File: config.mk
export PLATFORM = sky130hd
export DESIGN_NAME = odd_result_pipe_flat
export DESIGN_NICKNAME = d
export VERILOG_FILES = /design/src/rtl/odd_result_pipe_pkg.sv /design/src/rtl/odd_result_pipe_if.sv /design/src/rtl/odd_result_stage.sv /design/src/rtl/odd_result_pipe.sv /design/src/flat_wrapper.sv
export SDC_FILE = /design/constraint.sdc
export NUM_CORES = 1
export LEC_CHECK = 0
export BUFFER_PORTS_ARGS = -buffer_cell sky130_fd_sc_hd__buf_4
export CELL_PAD_IN_SITES_DETAIL_PLACEMENT = 1
export CELL_PAD_IN_SITES_GLOBAL_PLACEMENT = 1
export CORE_AREA = 2 2 508 510
export DETAILED_ROUTE_END_ITERATION = 16
export DIE_AREA = 0 0 510 512
export HOLD_SLACK_MARGIN = 0.03
export PLACE_DENSITY = 0.31
export SYNTH_ARGS = -nofsm -noshare
export SYNTH_HDL_FRONTEND = slang
export SYNTH_SLANG_ARGS = --single-unit
File: constraint.sdc
create_clock -name i_clock -period 1.3 [get_ports i_clock]
set_clock_uncertainty 0.2 [all_clocks]
set_input_delay 0.13 -clock i_clock [delete_from_list [all_inputs] [get_ports i_clock]]
set_output_delay 0.13 -clock i_clock [all_outputs]
set_load 0.05 [all_outputs]
File: src/rtl/odd_result_pipe_pkg.sv
// Shared types, field positions and helpers for the odd-pipe result pipeline.
// Optional statistics are enabled with the ODD_RESULT_PIPE_STATS_EN macro.
package odd_result_pipe_pkg;

    localparam int unsigned DEPTH       = 7;
    localparam int unsigned FLUSH_DEPTH = 1;
    localparam int unsigned PKT_W       = 143;
    localparam int unsigned RES_W       = 128;
    localparam int unsigned RT_W        = 7;
    localparam int unsigned LAT_W       = 3;
    localparam int unsigned UNIT_W      = 4;
    localparam int unsigned STAT_W      = 32;

    // Packet field positions (index 0 is the most significant bit)
    localparam int unsigned RES_MSB = 0;
    localparam int unsigned RES_LSB = 127;
    localparam int unsigned RT_LO   = 128;
    localparam int unsigned RT_HI   = 134;
    localparam int unsigned WE_BIT  = 135;
    localparam int unsigned LAT_LO  = 136;
    localparam int unsigned LAT_HI  = 138;
    localparam int unsigned UNIT_LO = 139;
    localparam int unsigned UNIT_HI = 142;

    // Execution-unit latencies as seen by this pipe
    localparam int unsigned LAT_PERMUTE = 4;
    localparam int unsigned LAT_LSTORE  = 6;
    localparam int unsigned LAT_BRANCH  = 1;

    typedef logic [0:PKT_W-1] pkt_t;

    typedef enum logic [0:UNIT_W-1] {
        UNIT_NONE    = 4'd0,
        UNIT_PERMUTE = 4'd1,
        UNIT_LSTORE  = 4'd2,
        UNIT_BRANCH  = 4'd3
    } unit_e;

    // Latency 0 is not a legal unit latency; treat it as "ready only at retire".
    function automatic logic [0:LAT_W-1] eff_latency(input logic [0:LAT_W-1] lat);
        return (lat == '0) ? LAT_W'(DEPTH) : lat;
    endfunction

    // Add that sticks at all-ones instead of wrapping.
    function automatic logic [0:STAT_W-1] sat_add(input logic [0:STAT_W-1] a,
                                                  input logic [0:STAT_W-1] b);
        logic [0:STAT_W] sum;
        sum = {1'b0, a} + {1'b0, b};
        return sum[0] ? '1 : sum[1:STAT_W];
    endfunction

endpackage

File: src/rtl/odd_result_pipe_if.sv
// Result-pipe bus: producer input, forwarding taps, register-file write port.
// Statistic outputs exist only when ODD_RESULT_PIPE_STATS_EN is defined.
interface odd_result_pipe_if;
    import odd_result_pipe_pkg::*;

    logic                 in_valid;
    pkt_t                 in_packet;
    logic                 flush;
    pkt_t                 fw_op_st [1:DEPTH];
    logic [1:DEPTH]       fw_ready;
    logic                 rf_wrt_en;
    logic [0:RT_W-1]      rf_wrt_addr;
    logic [0:RES_W-1]     rf_wrt_data;
`ifdef ODD_RESULT_PIPE_STATS_EN
    logic [0:STAT_W-1]    stat_retired;
    logic [0:STAT_W-1]    stat_flushed;
`endif

    modport master (
        output in_valid, in_packet, flush,
        input  fw_op_st, fw_ready, rf_wrt_en, rf_wrt_addr, rf_wrt_data
`ifdef ODD_RESULT_PIPE_STATS_EN
      , input  stat_retired, stat_flushed
`endif
    );

    modport slave (
        input  in_valid, in_packet, flush,
        output fw_op_st, fw_ready, rf_wrt_en, rf_wrt_addr, rf_wrt_data
`ifdef ODD_RESULT_PIPE_STATS_EN
      , output stat_retired, stat_flushed
`endif
    );

endinterface

File: src/rtl/odd_result_stage.sv
// One result-pipe stage: packet register with async clear and a kill that
// drops only the write-enable bit, leaving data intact for observation.
module odd_result_stage
    import odd_result_pipe_pkg::*;
(
    input  logic i_clock,
    input  logic i_reset,
    input  pkt_t i_d,
    input  logic i_kill,
    output pkt_t o_q
);

    pkt_t r_q;

    // Capture the upstream packet; a kill clears its write enable
    always_ff @(posedge i_clock or negedge i_reset) begin
        if (!i_reset) begin
            r_q <= '0;
        end else begin
            r_q         <= i_d;
            r_q[WE_BIT] <= i_d[WE_BIT] & ~i_kill;
        end
    end

    assign o_q = r_q;

endmodule

File: src/rtl/odd_result_pipe.sv
// Odd-pipe result pipeline: DEPTH-stage shift register with forwarding taps,
// branch-flush kill of the youngest stages and retire at the last stage.
// Define ODD_RESULT_PIPE_STATS_EN to add retire/flush statistic counters.
module odd_result_pipe
    import odd_result_pipe_pkg::*;
(
    input  logic               i_clock,
    input  logic               i_reset,
    odd_result_pipe_if.slave   bus
);

    pkt_t           w_stage_in [1:DEPTH];
    pkt_t           w_stage    [1:DEPTH];
    logic [1:DEPTH] w_fw_ready;

    // A flush drops the incoming packet outright
    assign w_stage_in[1] = (bus.in_valid && !bus.flush) ? bus.in_packet : '0;

    for (genvar k = 1; k <= DEPTH; k++) begin : g_stage
        localparam bit KILLABLE = (k >= 2) && (k <= FLUSH_DEPTH + 1);

        if (k > 1) begin : g_link
            assign w_stage_in[k] = w_stage[k-1];
        end

        odd_result_stage u_stage (
            .i_clock (i_clock),
            .i_reset (i_reset),
            .i_d     (w_stage_in[k]),
            .i_kill  (bus.flush && KILLABLE),
            .o_q     (w_stage[k])
        );

        assign bus.fw_op_st[k] = w_stage[k];
    end

    // A stage may forward once the producing unit's latency has elapsed
    always_comb begin
        w_fw_ready = '0;
        for (int k = 1; k <= DEPTH; k++) begin
            w_fw_ready[k] = w_stage[k][WE_BIT] &&
                            (LAT_W'(k) >= eff_latency(w_stage[k][LAT_LO:LAT_HI]));
        end
    end

    assign bus.fw_ready    = w_fw_ready;
    assign bus.rf_wrt_en   = w_stage[DEPTH][WE_BIT];
    assign bus.rf_wrt_addr = w_stage[DEPTH][WE_BIT] ? w_stage[DEPTH][RT_LO:RT_HI]     : '0;
    assign bus.rf_wrt_data = w_stage[DEPTH][WE_BIT] ? w_stage[DEPTH][RES_MSB:RES_LSB] : '0;

`ifdef ODD_RESULT_PIPE_STATS_EN
    logic [0:STAT_W-1] r_stat_retired;
    logic [0:STAT_W-1] r_stat_flushed;
    logic [0:STAT_W-1] w_kill_cnt;

    // Number of live packets a flush kills this edge
    always_comb begin
        w_kill_cnt = '0;
        if (bus.flush) begin
            for (int k = 1; k <= FLUSH_DEPTH; k++) begin
                if (w_stage[k][WE_BIT]) begin
                    w_kill_cnt = w_kill_cnt + STAT_W'(1);
                end
            end
        end
    end

    // Saturating retire and kill counters
    always_ff @(posedge i_clock or negedge i_reset) begin
        if (!i_reset) begin
            r_stat_retired <= '0;
            r_stat_flushed <= '0;
        end else begin
            r_stat_retired <= sat_add(r_stat_retired, STAT_W'(w_stage[DEPTH][WE_BIT]));
            r_stat_flushed <= sat_add(r_stat_flushed, w_kill_cnt);
        end
    end

    assign bus.stat_retired = r_stat_retired;
    assign bus.stat_flushed = r_stat_flushed;
`endif

endmodule

File: src/flat_wrapper.sv
// flat-port wrapper written by rule: the top's interface ports become plain ports
module odd_result_pipe_flat import odd_result_pipe_pkg::*;
  (i_clock, i_reset, bus_in_valid, bus_in_packet, bus_flush, bus_fw_op_st, bus_fw_ready, bus_rf_wrt_en, bus_rf_wrt_addr, bus_rf_wrt_data);
  odd_result_pipe_if bus_i ();
  input  logic i_clock;
  input  logic i_reset;
  input wire logic [$bits(bus_i.in_valid)-1:0] bus_in_valid;
  input wire logic [$bits(bus_i.in_packet)-1:0] bus_in_packet;
  input wire logic [$bits(bus_i.flush)-1:0] bus_flush;
  output wire logic [$bits(bus_i.fw_op_st)-1:0] bus_fw_op_st;
  output wire logic [$bits(bus_i.fw_ready)-1:0] bus_fw_ready;
  output wire logic [$bits(bus_i.rf_wrt_en)-1:0] bus_rf_wrt_en;
  output wire logic [$bits(bus_i.rf_wrt_addr)-1:0] bus_rf_wrt_addr;
  output wire logic [$bits(bus_i.rf_wrt_data)-1:0] bus_rf_wrt_data;
  assign bus_i.in_valid = bus_in_valid;
  assign bus_i.in_packet = bus_in_packet;
  assign bus_i.flush = bus_flush;
  assign bus_fw_op_st = {>>{bus_i.fw_op_st}};
  assign bus_fw_ready = bus_i.fw_ready;
  assign bus_rf_wrt_en = bus_i.rf_wrt_en;
  assign bus_rf_wrt_addr = bus_i.rf_wrt_addr;
  assign bus_rf_wrt_data = bus_i.rf_wrt_data;
  odd_result_pipe u_core (.i_clock(i_clock), .i_reset(i_reset), .bus(bus_i));
endmodule
# --- After elaboration in Yosys (flattened, before gate mapping) ---
# Cells that the tools add are included.
op_classes:
  order_cmp: 7
  muxes: 10
  bitwise_logic: 2
  n_reduce_logical: 16
ops:
  columns: ["cell", "count"]
  rows:
  - ["143-bit two-way mux", 1]
  - ["128-bit two-way mux", 1]
  - ["3-bit logical NOT", 7]
  - ["3-bit two-way mux", 7]
  - ["3-bit >= comparator, first input constant", 4]
  - ["1-bit logical AND", 8]
  - ["7-bit two-way mux", 1]
  - ["2-bit by 3-bit >= comparator with 1-bit output, first input constant", 2]
  - ["1-bit by 3-bit >= comparator with 1-bit output, first input constant", 1]
  - ["1-bit bitwise AND", 1]
  - ["1-bit logical NOT", 1]
  - ["1-bit inverter", 1]
word_totals:
  ff_bits: 1001
  in_bits: 147

# --- Depth between registers and ports, before layout ---
# Gate-level depths: netlist (run 1).
logic_depth:
  word_depth: 4
  ltp_mapped: 5
  ltp_nobuf: 2

# --- Hierarchy ---
# Synthesis (run 1) repeated with hierarchy kept, for this count alone.
hier_totals:
  cells_unflattened: 1335
  area_unflattened_um2: 27330.0
by_module_without_submodules:
  columns: ["module", "instances", "cells_per_inst", "area_per_inst_um2", "seq_area_each_um2"]
  rows:
  - ["odd_result_stage", 7, 144, 3592.2, 3578.4]
  - ["odd_result_pipe", 1, 327, 2184.6, 0.0]

# --- Worst setup path after synthesis (run 1) ---
# No wires, ideal clock.
synth_path:
  path_type: "register to output"
  from: "register u_core.g_stage[1].u_stage.r_q[7]"
  to: "output port bus_fw_ready[6]"
  t_arrival_ps: 2229
  required_ps: 970
  slack_ps: -1259
  stages_incl_launch_ff: 2
  n_path_buf: 0
  cell_sequence: "dfrtp_1 > nor4bb_1"
synth_via:
  elab_chain_len: 1
synth_rtl:
  columns: ["element", "line", "rtl"]
  rows:
  - ["from (decl)", "odd_result_stage.sv:13", "pkt_t r_q;"]
  - ["from (signal assigned)", "odd_result_stage.sv:20", "r_q <= i_d;"]
  - ["from (signal, indexed assignment)", "odd_result_stage.sv:21", "r_q[WE_BIT] <= i_d[WE_BIT] & ~i_kill;"]
  - ["1-bit logical AND", "odd_result_pipe.sv:41", "w_fw_ready[k] = w_stage[k][WE_BIT] &&"]
  - ["to (decl)", "flat_wrapper.sv:11", "output wire logic [$bits(bus_i.fw_ready)-1:0] bus_fw_ready;"]
# No other way between the ends.

# --- Final worst setup path (run 1) ---
layout_path:
  from: "register u_core.g_stage[7].u_stage.r_q[7]"
  to: "output port bus_rf_wrt_data[99]"
layout_via:
  elab_chain_len: 1
layout_rtl:
  columns: ["element", "line", "rtl"]
  rows:
  - ["from (decl)", "odd_result_stage.sv:13", null]
  - ["from (signal assigned)", "odd_result_stage.sv:20", null]
  - ["from (signal, indexed assignment)", "odd_result_stage.sv:21", null]
  - ["128-bit two-way mux", "odd_result_pipe.sv:49", "assign bus.rf_wrt_data = w_stage[DEPTH][WE_BIT] ? w_stage[DEPTH][RES_MSB:RES_LSB] : '0;"]
  - ["to (decl)", "flat_wrapper.sv:14", "output wire logic [$bits(bus_i.rf_wrt_data)-1:0] bus_rf_wrt_data;"]
# No other way between the ends.

==> impl_results.md, run 1 <==
* Status: finished, violations left
* Violated checks: negative hold slack, negative setup slack
* Remaining DRCs at 0
* Instance count on the critical path at 4
* Cell types with the highest counts after synthesis: 1001 x sky130_fd_sc_hd__dfrtp_1, 205 x sky130_fd_sc_hd__and2_1, 70 x sky130_fd_sc_hd__and2_4
* Site Rows at 186
* Share of synthesized area occupied by flip-flops and latches at between 90% and 100%
* Die H at 512 um
* CP max stage cell: sky130_fd_sc_hd__dfrtp_4
* Async SR Flop Fraction at 100.0%
* GR met3 Demand/Resource at roughly 6.1%
* Kind of start point of the critical path: flop
* First DRT Iteration DRCs at 622
* CTS sink count at about 1000
* Routed wire length at approximately 170000 um
* Buffers added on ports at 1290
* DR vias at 19710
* Maximum clock frequency at between 400 and 500 MHz
* Total placed cells including tap cells at roughly 6000
* Number of buffers added by the clock tree synthesis step at approximately 130
* Leakage at between 20 and 30 nW
* Class of the most critical setup path: reg2out
* Cell chosen for the clock root: sky130_fd_sc_hd__clkbuf_16
* Cells on worst reg2reg path at 2
* Final instance area at 58100 um^2
* FF-to-FF Start: u_core.g_stage[2].u_stage.o_q[113]$_DFF_PN0_
* DR WL/cell at 23.88 um
* Net count of the mapped netlist at ~1500
* Adder and majority cell fraction of the synthesized area at 0%
* Synthesized area per cell at 20.61 um^2
* Critical-path cell list: buf_12, bufbuf_16, and2_4, buf_6
* Clock Latency Late Sink at between 0.7 and 0.8 ns
* Area share of the largest cell type after synthesis at between 90% and 100%
* Largest net degree at the start of global routing at between 50 and 60
* XOR/XNOR share of the synthesized area at less than 1%
* Grt ovf at 0
* Post-layout minimum cycle time at approximately 2.4 ns
* Global route hottest layer: met2
* Power density over the cells at between 1000 and 1500 nW/um^2
* Net count, final at approximately 3600
* Area growth, synth to finish at 112.3%
* Final hold vios at 36
* Cell types occupying the most area after synthesis: sky130_fd_sc_hd__dfrtp_1 92%, sky130_fd_sc_hd__and2_1 4.7%, sky130_fd_sc_hd__and2_4 2.2%, sky130_fd_sc_hd__buf_12 0.59%, sky130_fd_sc_hd__clkbuf_2 0.20%
* Number of vias per cell at about 2.8
* Count of final setup violators at approximately 1400
* Share of post-route cells with drive strength above 1 at 66.55%
* Placeable core region at around 260000 um^2
* Routability congestion estimate at slightly below 0.8
* Max reg flops at approximately 1000
* Count of H-tree levels built during CTS at 4
* Required time of the critical path at just under 1 ns
* Startpoint of the most critical setup path: u_core.g_stage[7].u_stage.o_q[7]$_DFF_PN0_
* Setup repair after global routing missed its margin: true
* Number of buffers on the longest clock path at 3
* Number of buffer and inverter stages on the critical path at 3
* Pre-Repair DR Iteration Count at 4
* Final Cycle Share at 181.3%
* Initial antenna violation count at 22
* Maximum fanout count along the critical path at 9
* Tightest Pin Transition at between 0.5 and 0.6 ns
* Slack of the worst reg-to-reg path at between 0.2 and 0.25 ns
* Via count of the first global-routing pass at 22910
* Place WS at -0.3699 ns
* Clock transition at the registers of the reported paths at roughly 0.06 ns
* TritonCTS clock tree: yes
* Final sum of negative setup slack at -587.20 ns
* Combinational family with the most area after synthesis: simple AND/OR/NAND/NOR gates
* Final std cells w/o fill at between 6000 and 7000
* Post-synthesis instance area at 27370 um^2
* Grt met2 use at about a fifth
* Top delay family on crit path: buffers and inverters
* Cells after Synth at 1328
* Endpoint of the worst register-to-register path: u_core.g_stage[3].u_stage.o_q[113]$_DFF_PN0_
* Peak VDD IR at approximately 1.3 mV
* Area leader, netlist: sky130_fd_sc_hd__dfrtp_1
* Post-synth EDFFs at 0
* Number of max-slew violations in the final report at 0
* Crit path setup slack, layout at -1.057 ns
* Count of yosys warnings during synthesis at 0
* Crit path to: bus_rf_wrt_data[99]
* Post-route worst hold slack at -0.3991 ns
* Flop and latch count out of synthesis at about 1000
* Simple-gate portion of the synthesized area at roughly 7.3%
* Nature of the critical path endpoint: primary output
* Area fraction in compound gates after synthesis at less than 1%
* Wire length of the first global-routing pass at ~220000 um
* Data arrival time at the worst-slack endpoint at roughly 2.0 ns
* Detailed-placement wirelength estimate at between 100000 and 150000 um
* Library cell with the highest instance count after synthesis: sky130_fd_sc_hd__dfrtp_1
* Maximum cell stage delay along the critical path at 0.50 ns
* Count of nets left with antenna violations after detail routing at 0
* Ports placed on the boundary at about 1300
* Count of max-cap constraint violations at 0
* Gr usage total at between 10% and 20%
* Initial core utilization at a little over a tenth
* DIE AREA at around 260000 um^2
* Placement Cell Area at between 40000 and 50000 um^2
* Yosys cell types at 22
* Multiplexer share of the synthesized area at 0%
* Width of the chip at between 500 and 600 um
* Type of the tightest min-delay check: in2reg
* Worst rel slew slack at 62.37%
* Commonest register cell after synthesis: sky130_fd_sc_hd__dfrtp_1
* Met1 demand-to-capacity share in global routing at between 10% and 20%
==> cell usage in the layout, fill, tap and decap left out, types with 2 or more instances in the layout <==
cell type	count
sky130_fd_sc_hd__and2_1	70
sky130_fd_sc_hd__and2_2	5
sky130_fd_sc_hd__and2_4	203
sky130_fd_sc_hd__and3_4	2
sky130_fd_sc_hd__buf_12	116
sky130_fd_sc_hd__buf_16	6
sky130_fd_sc_hd__buf_4	482
sky130_fd_sc_hd__buf_6	1040
sky130_fd_sc_hd__buf_8	64
sky130_fd_sc_hd__bufinv_16	2
sky130_fd_sc_hd__clkbuf_1	33
sky130_fd_sc_hd__clkbuf_16	132
sky130_fd_sc_hd__clkbuf_8	26
sky130_fd_sc_hd__clkinv_16	7
sky130_fd_sc_hd__clkinv_2	20
sky130_fd_sc_hd__clkinv_4	3
sky130_fd_sc_hd__clkinv_8	4
sky130_fd_sc_hd__clkinvlp_4	5
sky130_fd_sc_hd__dfrtp_1	784
sky130_fd_sc_hd__dfrtp_2	216
sky130_fd_sc_hd__diode_2	12
sky130_fd_sc_hd__dlygate4sd3_1	289
sky130_fd_sc_hd__inv_16	2
sky130_fd_sc_hd__inv_6	3
sky130_fd_sc_hd__nor3b_4	2
sky130_fd_sc_hd__or3_1	2
==> final cells by class <==
class,instances,area [um^2]
inverters,1,3.754
repair buffers,1999,21710
diodes,12,30.03
fillers,27930,197700
clock inverters,46,565.5
flip-flops and latches,1001,25320
clock buffers,191,3785
multi-input cells,293,2447
well taps,3384,4234
==> worst reg2reg max path, delay by kind of cell, from the launching register on <==
kind / cells / cell delay, ns
flip-flops: 1 / 0.47
buffers and inverters: 2 / 0.32
==> per-stage QoR <==
| stage | power [mW] | util [%] |
|---|---|---|
| floorplan | 38.26 | - |
| CTS | 83.43 | 22.57 |
| finish | 81.46 | 22.72 |
| global route | 85.02 | 22.71 |
| detailed placement | 43.47 | 17.00 |
| global placement | 43.51 | 17.00 |
==> cells by family (layout without fill, tap and decap cells) <==
logic type                after synthesis  in the layout
xor gates and xnor gates                1              1
and+or+nand+nor                       290            290
other                                   0             12
AOI/OAI and AO/OA                       2              2
DFF                                  1001           1001
buffers and inverters                  34           2237
==> layer usage <==
metal	vias up	wire length, um
li1	8395	-
met1	10170	64630
met2	977	78900
met3	169	18200
met4	0	3710
met5	-	0
==> where the power goes <==
group | switching, mW | internal (mW)
Combinational | 7.03 | 4.38
Clock | 15.4 | 20.9
Sequential | 1.27 | 32.4
Total | 23.7 | 57.7
==> repair_timing <==
| action | 4_1_cts | 5_1_grt |
|---|---|---|
| resized for setup | 1466 | 86 |
| endpoints found under the hold margin | 1145 | 142 |
| hold buffers | 292 | 1 |
| pin swaps | 8 | 4 |
| gates cloned | 4 | 0 |
| setup endpoints to repair | 1144 | 2287 |
| buffers inserted | 250 | 19 |
==> worst min path at each step <==
stage,start,to,slack [ns],cells past startpoint
2_1_floorplan,i_reset,u_core.g_stage[1].u_stage.o_q[0]$_DFF_PN0_,-0.37,0
3_3_place_gp,i_reset,u_core.g_stage[4].u_stage.o_q[10]$_DFF_PN0_,0.01,2
3_5_place_dp,i_reset,u_core.g_stage[4].u_stage.o_q[10]$_DFF_PN0_,0.02,2
4_1_cts,bus_in_valid,u_core.g_stage[1].u_stage.o_q[10]$_DFF_PN0_,0.09,4
5_1_grt,bus_in_valid,u_core.g_stage[1].u_stage.o_q[10]$_DFF_PN0_,-0.46,3
6_report,bus_in_valid,u_core.g_stage[1].u_stage.o_q[10]$_DFF_PN0_,-0.40,3
No activity file was read; power rests on OpenSTA's default activity.
==> inputs of run 2 (changes only) <==
--- a/config.mk
+++ b/config.mk
@@ -11,6 +11,7 @@
 export CORE_AREA = 2 2 508 510
 export DETAILED_ROUTE_END_ITERATION = 16
 export DIE_AREA = 0 0 510 512
+export GPL_TIMING_DRIVEN = 0
 export HOLD_SLACK_MARGIN = 0.03
 export PLACE_DENSITY = 0.31
 export SYNTH_ARGS = -nofsm -noshare
==> impl_results.md, run 2 (synthesis gave the netlist of run 1 again) <==
* First DRT Iteration DRCs at 729 (+17%)
* Initial core utilization at 10.70% (unchanged)
* Commonest non-fill, non-tap cells in the layout: 865 x sky130_fd_sc_hd__buf_6, 806 x sky130_fd_sc_hd__dfrtp_1, 515 x sky130_fd_sc_hd__buf_4, 286 x sky130_fd_sc_hd__dlygate4sd3_1, 205 x sky130_fd_sc_hd__and2_4
* DIE AREA at 261100 um^2 (unchanged)
* Width of the chip at 510 um (unchanged)
* Routability congestion estimate at 0.7964 (+1.8%)
* Count of max-cap constraint violations at 0 (unchanged)
* Count of nets left with antenna violations after detail routing at 0 (unchanged)
* Hold bufs inserted after CTS at 286 (-2.1%)
* Setup repair after global routing missed its margin: true
* Via count of the first global-routing pass at 22110 (-3.5%)
* Tightest Pin Transition at 0.8854 ns (+0.3229 ns)
* Clock transition at the registers of the reported paths at 0.05 ns (about the same)
* Met1 demand-to-capacity share in global routing at 14.15% (-0.18 points)
* Nature of the critical path endpoint: primary output
* Grt met2 use at 20.35% (-0.089 points)
* Remaining DRCs at 0 (unchanged)
* CP dominant cell by count: sky130_fd_sc_hd__buf_12
* Leakage at 27.60 nW (-1.5%)
* Area growth, synth to finish at 108.9%
* TritonCTS clock tree: yes
* Wire length of the first global-routing pass at 215100 um (-1.3%)
* Peak VDD IR at 1.183 mV (-6.4%)
* CP max stage cell: sky130_fd_sc_hd__dfrtp_2
* Status: finished, violations left
* GR met3 Demand/Resource at 6.265% (+0.19 points)
* Post-layout minimum cycle time at 2.439 ns (+0.08190 ns)
* DR vias at 19320 (-2.0%)
* Place WS at -1.740 ns (-1.370 ns)
* Clock Latency Late Sink at 0.76 ns (about the same)
* Die H at 512 um (unchanged)
* Routed wire length at 165700 um (+0.18%)
* Layout filler cell count at 27880 (-0.21%)
* Maximum clock frequency at 410.1 MHz (-3.4%)
* Critical-path cell list: buf_12, buf_4, buf_8, clkbuf_16, and2_4, buf_12
* Largest net degree at the start of global routing at 100 (+75%)
* Net count, final at 3475 (-2.8%)
* Initial antenna violation count at 20 (-9.1%)
* Post-route worst hold slack at -0.9403 ns (-0.5412 ns)
* Violated checks: negative hold slack, negative setup slack
* Data arrival time at the worst-slack endpoint at 2.11 ns (+0.08 ns)
* Site Rows at 186 (unchanged)
* Ports placed on the boundary at 1291 (unchanged)
* Most common cell after layout, fill and taps aside: sky130_fd_sc_hd__buf_6
* Gr usage total at 12.38% (-0.080 points)
* Worst rel slew slack at 40.97% (-21 points)
* Final Cycle Share at 187.6% (+6.3 points)
* Count of final setup violators at 1229 (-13%)
* Final hold vios at 469 (+1200%)
* Type of the tightest min-delay check: in2async
* Top delay family on crit path: buffers and inverters
* Number of buffer and inverter stages on the critical path at 5 (+2)
* Required time of the critical path at 0.97 ns (about the same)
* Number of buffers added by the clock tree synthesis step at 133 (+1.5%)
* Number of max-slew violations in the final report at 0 (unchanged)
* DR WL/cell at 24.27 um (+1.6%)
* Detailed-placement wirelength estimate at 131100 um (-2.8%)
* Buffers added on ports at 1290 (unchanged)
* Number of vias per cell at 2.829 (-0.58%)
* CTS sink count at 1001 (unchanged)
* Number of buffers on the longest clock path at 3 (unchanged)
* Share of post-route cells with drive strength above 1 at 65.15% (-1.4 points)
* Maximum fanout count along the critical path at 5 (-4)
* Grt ovf at 0 (unchanged)
* Max reg flops at 1001 (unchanged)
* Crit path setup slack, layout at -1.139 ns (-0.08190 ns)
* Final sum of negative setup slack at -510.47 ns (+76.73 ns)
* Placeable core region at 255800 um^2 (unchanged)
* Count of H-tree levels built during CTS at 4 (unchanged)
* Global route hottest layer: met2
* Kind of start point of the critical path: flop
* Maximum cell stage delay along the critical path at 0.46 ns (-0.04 ns)
* Class of the most critical setup path: reg2out
* Power density over the cells at 1436 nW/um^2 (+2.4%)
* Pre-Repair DR Iteration Count at 4 (unchanged)
* Cell chosen for the clock root: sky130_fd_sc_hd__clkbuf_16
[run 2: cell types whose count changed in the layout (fill, tap and decap cells not counted), sizes merged, moves of 4 or more]
cell    delta
clkinv     -7
buf      -120
bufbuf     +4
clkbuf    +23
inv        +6
[run 2: per-layer routing]
metal  share of wire, %  vias up
li1                   -     8217
met1                 38     9952
met2                 48      975
met3                 12      174
met4                2.3        2
met5             0.0078        -
[run 2: layout make-up]
| cell class | instances | area [um^2] | share of cell area, % |
|---|---|---|---|
| plain buffers | 32 | 538.0 | 0.9411 |
| flip-flops and latches | 1001 | 25290 | 44.24 |
| clock buffers | 196 | 3929 | 6.873 |
| multi-input cells | 293 | 2450 | 4.285 |
| well taps | 3384 | 4234 | 7.407 |
| diodes | 11 | 27.53 | 0.04815 |
| clock inverters | 46 | 544.3 | 0.9521 |
| inverters | 1 | 3.754 | 0.006566 |
| repair buffers | 1866 | 20150 | 35.24 |
[run 2: final timing paths]
kind / slack [ns] / end / cells past startpoint / from
max in group asynchronous: 0.09 / u_core.g_stage[7].u_stage.o_q[23]$_DFF_PN0_ / 4 / i_reset
max: -1.14 / bus_rf_wrt_data[6] / 6 / u_core.g_stage[7].u_stage.o_q[7]$_DFF_PN0_
min in group i_clock: 0.15 / u_core.g_stage[5].u_stage.o_q[131]$_DFF_PN0_ / 0 / u_core.g_stage[4].u_stage.o_q[131]$_DFF_PN0_
max reg2reg: 0.21 / u_core.g_stage[7].u_stage.o_q[4]$_DFF_PN0_ / 3 / u_core.g_stage[6].u_stage.o_q[4]$_DFF_PN0_
min: -0.94 / u_core.g_stage[4].u_stage.o_q[0]$_DFF_PN0_ / 1 / i_reset
min reg2reg: 0.15 / u_core.g_stage[5].u_stage.o_q[131]$_DFF_PN0_ / 0 / u_core.g_stage[4].u_stage.o_q[131]$_DFF_PN0_
[run 2: report_power, final]
part | switching [mW] | internal, mW | leakage [nW]
clock | 15.3 | 22.2 | 2.20
combinational | 6.90 | 4.04 | 12.2
sequential | 1.20 | 32.4 | 13.2
total | 23.4 | 58.6 | 27.6
[run 2: per-stage QoR]
stage                     cells  util (%)  instance area [um^2]  total power [mW]
after global routing       6821     22.34                 57140             85.51
after CTS                  6798     22.15                 56640             84.01
final                      6830     22.35                 57170             82.07
after detailed placement   6009     16.44                 42040             42.93
after floorplan            1328         -                 27900             38.26
after global placement     6002     16.35                 41820             42.90
[run 2: timing repair]
item	4_1_cts	5_1_grt
resized for setup	1419	87
setup buffers	254	22
gates cloned	8	4
hold endpoints to repair	696	466
endpoints found under the setup margin	1469	1341
pin swaps	6	5
==> inputs of run 3 (changes only) <==
--- a/config.mk
+++ b/config.mk
@@ -14,6 +14,8 @@
 export GPL_TIMING_DRIVEN = 0
 export HOLD_SLACK_MARGIN = 0.03
 export PLACE_DENSITY = 0.31
+export RECOVER_POWER = 100
+export SETUP_SLACK_MARGIN = 0.15
 export SYNTH_ARGS = -nofsm -noshare
 export SYNTH_HDL_FRONTEND = slang
 export SYNTH_SLANG_ARGS = --single-unit
==> impl_results.md, run 3 (synthesis gave the netlist of run 1 again) <==
* Remaining DRCs at 0 (unchanged)
* Fraction of power consumed by the clock network at 45.7% (about the same)
* Pre-Repair DR Iteration Count at 6 (+2)
* Final sum of negative setup slack at -761.80 ns (-251.33 ns)
* Width of the chip at 510 um (unchanged)
* Count of final setup violators at 1947 (+58%)
* Leakage at 27.77 nW (+0.63%)
* Status: finished, violations left
* CP max stage cell: sky130_fd_sc_hd__dfrtp_2
* Power dissipated by switching net loads at 23.54 mW (+0.45%)
* Max reg flops at 1001 (unchanged)
* Place WS at -1.740 ns (unchanged)
* Gr usage total at 12.41% (+0.030 points)
* Tightest Pin Transition at 1.149 ns (+0.2632 ns)
* Met1 demand-to-capacity share in global routing at 14.23% (+0.085 points)
* CTS sink count at 1001 (unchanged)
* Startpoint of the most critical setup path: u_core.g_stage[7].u_stage.o_q[7]$_DFF_PN0_
* Final hold vios at 58 (-88%)
* Number of buffers added by the clock tree synthesis step at 133 (unchanged)
* Initial antenna violation count at 21 (+5.0%)
* Die H at 512 um (unchanged)
* Initial core utilization at 10.70% (unchanged)
* Total placed cells including tap cells at 6009 (unchanged)
* Peak VDD IR at 1.189 mV (+0.56%)
* Maximum clock frequency at 410.7 MHz (+0.16%)
* Most common cell after layout, fill and taps aside: sky130_fd_sc_hd__buf_6
* Cells on worst reg2reg path at 4 (+1)
* Largest net degree at the start of global routing at 100 (unchanged)
* Combinational share of power at 13.5% (+0.2 points)
* Crit path setup slack, layout at -1.135 ns (+0.003850 ns)
* Grt met2 use at 20.36% (about the same)
* Global route hottest layer: met2
* DIE AREA at 261100 um^2 (unchanged)
* Maximum fanout count along the critical path at 5 (unchanged)
* Violated checks: negative hold slack, negative setup slack
* FF-to-FF Start: u_core.g_stage[6].u_stage.o_q[4]$_DFF_PN0_
* Count of H-tree levels built during CTS at 4 (unchanged)
* Routability congestion estimate at 0.7964 (unchanged)
* Buffers added on ports at 1290 (unchanged)
* Via count of the first global-routing pass at 22130 (+0.11%)
* Count of max-cap constraint violations at 0 (unchanged)
* Number of vias per cell at 2.853 (+0.87%)
* DR WL/cell at 24.30 um (+0.13%)
* Final std cells w/o fill at 6897 (+0.98%)
* Worst rel slew slack at 23.43% (-18 points)
* Cell chosen for the clock root: sky130_fd_sc_hd__clkbuf_16
* Commonest non-fill, non-tap cells in the layout: 980 x sky130_fd_sc_hd__buf_6, 894 x sky130_fd_sc_hd__dfrtp_1, 285 x sky130_fd_sc_hd__dlygate4sd3_1, 219 x sky130_fd_sc_hd__buf_4, 205 x sky130_fd_sc_hd__and2_4
* Cell internal power dissipation at 58.68 mW (about the same)
* Clock Latency Late Sink at 0.75 ns (about the same)
* Share of post-route cells with drive strength above 1 at 61.21% (-3.9 points)
* Kind of start point of the critical path: flop
* Number of buffers on the longest clock path at 3 (unchanged)
* Power density over the cells at 1426 nW/um^2 (-0.67%)
* Setup repair after global routing missed its margin: true
* First DRT Iteration DRCs at 678 (-7.0%)
* Post-route worst hold slack at -0.5974 ns (+0.3430 ns)
* GR met3 Demand/Resource at 6.243% (-0.022 points)
* Portion of total power attributed to sequential cells at 40.9% (about the same)
* DR vias at 19680 (+1.9%)
* Critical-path cell list: buf_12, buf_4, buf_8, clkbuf_16, and2_4, buf_12
* Site Rows at 186 (unchanged)
* CP dominant cell by count: sky130_fd_sc_hd__buf_12
* TritonCTS clock tree: yes
* Required time of the critical path at 0.97 ns (about the same)
* Detailed-placement wirelength estimate at 131100 um (unchanged)
* Routed wire length at 167600 um (+1.1%)
* Placeable core region at 255800 um^2 (unchanged)
* Nature of the critical path endpoint: primary output
* Maximum cell stage delay along the critical path at 0.46 ns (about the same)
* Final Cycle Share at 187.3% (-0.30 points)
* Data arrival time at the worst-slack endpoint at 2.10 ns (about the same)
* Type of the tightest min-delay check: in2async
* Endpoint of the worst register-to-register path: u_core.g_stage[7].u_stage.o_q[4]$_DFF_PN0_
* Area growth, synth to finish at 110.7%
* Grt ovf at 0 (unchanged)
* Ports placed on the boundary at 1291 (unchanged)
* Clock transition at the registers of the reported paths at 0.05 ns (about the same)
* Wire length of the first global-routing pass at 215600 um (+0.21%)
* Crit path to: bus_rf_wrt_data[6]
* Switching portion of total power at 28.63% (+0.074 points)
* Net count, final at 3541 (+1.9%)
* Count of nets left with antenna violations after detail routing at 0 (unchanged)
* Number of max-slew violations in the final report at 0 (unchanged)
* Post-layout minimum cycle time at 2.435 ns (-0.003850 ns)
* Slack of the worst reg-to-reg path at 0.07 ns (-0.14 ns)
* Class of the most critical setup path: reg2out
## run 3: cell types whose count changed in the layout (fill, tap and decap cells not counted), moves of 73 or more
cell and delta:
sky130_fd_sc_hd__buf_4 -296, sky130_fd_sc_hd__buf_6 +115, sky130_fd_sc_hd__clkbuf_1 +73, sky130_fd_sc_hd__clkbuf_4 +174, sky130_fd_sc_hd__dfrtp_1 +88, sky130_fd_sc_hd__dfrtp_2 -88
## run 3: worst max-delay path, delay by kind of cell, from the launching register on
| kind | cells | cell delay [ns] |
|---|---|---|
| and+or+nand+nor | 1 | 0.15 |
| buffers and inverters | 5 | 0.74 |
| DFF | 1 | 0.46 |
## run 3: repair_timing
action / in CTS / in global routing
pin swaps: 6 / 5
endpoints found under the setup margin: 1598 / 1471
gates cloned: 10 / 7
setup buffers: 253 / 80
hold buffers: 285 / 1
endpoints found under the hold margin: 696 / 654
resized for setup: 1417 / 216
## run 3: through the flow
step           hold WS (ns)  power (mW)  utilization [%]  instance area, um^2
3_5_place_dp        -0.1476       42.93            16.44                42040
3_3_place_gp         0.1416       42.90            16.35                41820
4_1_cts              -1.014       84.03            22.16                56670
2_1_floorplan       -0.3656       38.26                -                27900
6_report            -0.5974       82.23            22.55                57660
5_1_grt             -0.5790       85.65            22.54                57640
## run 3: how the worst min path moves through the flow
stage | slack (ns) | start | endpoint
2_1_floorplan | -0.37 | i_reset | u_core.g_stage[1].u_stage.o_q[0]$_DFF_PN0_
3_3_place_gp | 0.14 | bus_in_packet[16] | u_core.g_stage[1].u_stage.o_q[16]$_DFF_PN0_
3_5_place_dp | -0.15 | i_reset | u_core.g_stage[4].u_stage.o_q[0]$_DFF_PN0_
4_1_cts | -1.01 | i_reset | u_core.g_stage[4].u_stage.o_q[0]$_DFF_PN0_
5_1_grt | -0.58 | i_reset | u_core.g_stage[3].u_stage.o_q[0]$_DFF_PN0_
6_report | -0.60 | i_reset | u_core.g_stage[4].u_stage.o_q[0]$_DFF_PN0_
## run 3: per-layer routing
layer,wire length (um),share of wire [%]
met5,26,0.016
met4,3577,2.1
met3,19550,12
met2,80000,48
met1,64430,38
## run 3: area by class of cell
cell class,count,area [um^2]
multi-input cells,293,2450
inverters,1,3.754
clock inverters,46,544.3
repair buffers,1932,20740
clock buffers,196,3929
well taps,3384,4234
diodes,12,30.03
flip-flops and latches,1001,25180
plain buffers,32,545.5
fillers,27930,198100
## run 3: power groups by stage
stage | clock network (mW) | registers, mW | logic, mW
2_1_floorplan | 0 | 37.8 | 0.493
5_1_grt | 40.3 | 33.8 | 11.6
4_1_cts | 39.2 | 33.6 | 11.1
3_5_place_dp | 0 | 34.1 | 8.81
3_3_place_gp | 0 | 34.1 | 8.78
6_report | 37.6 | 33.6 | 11.1
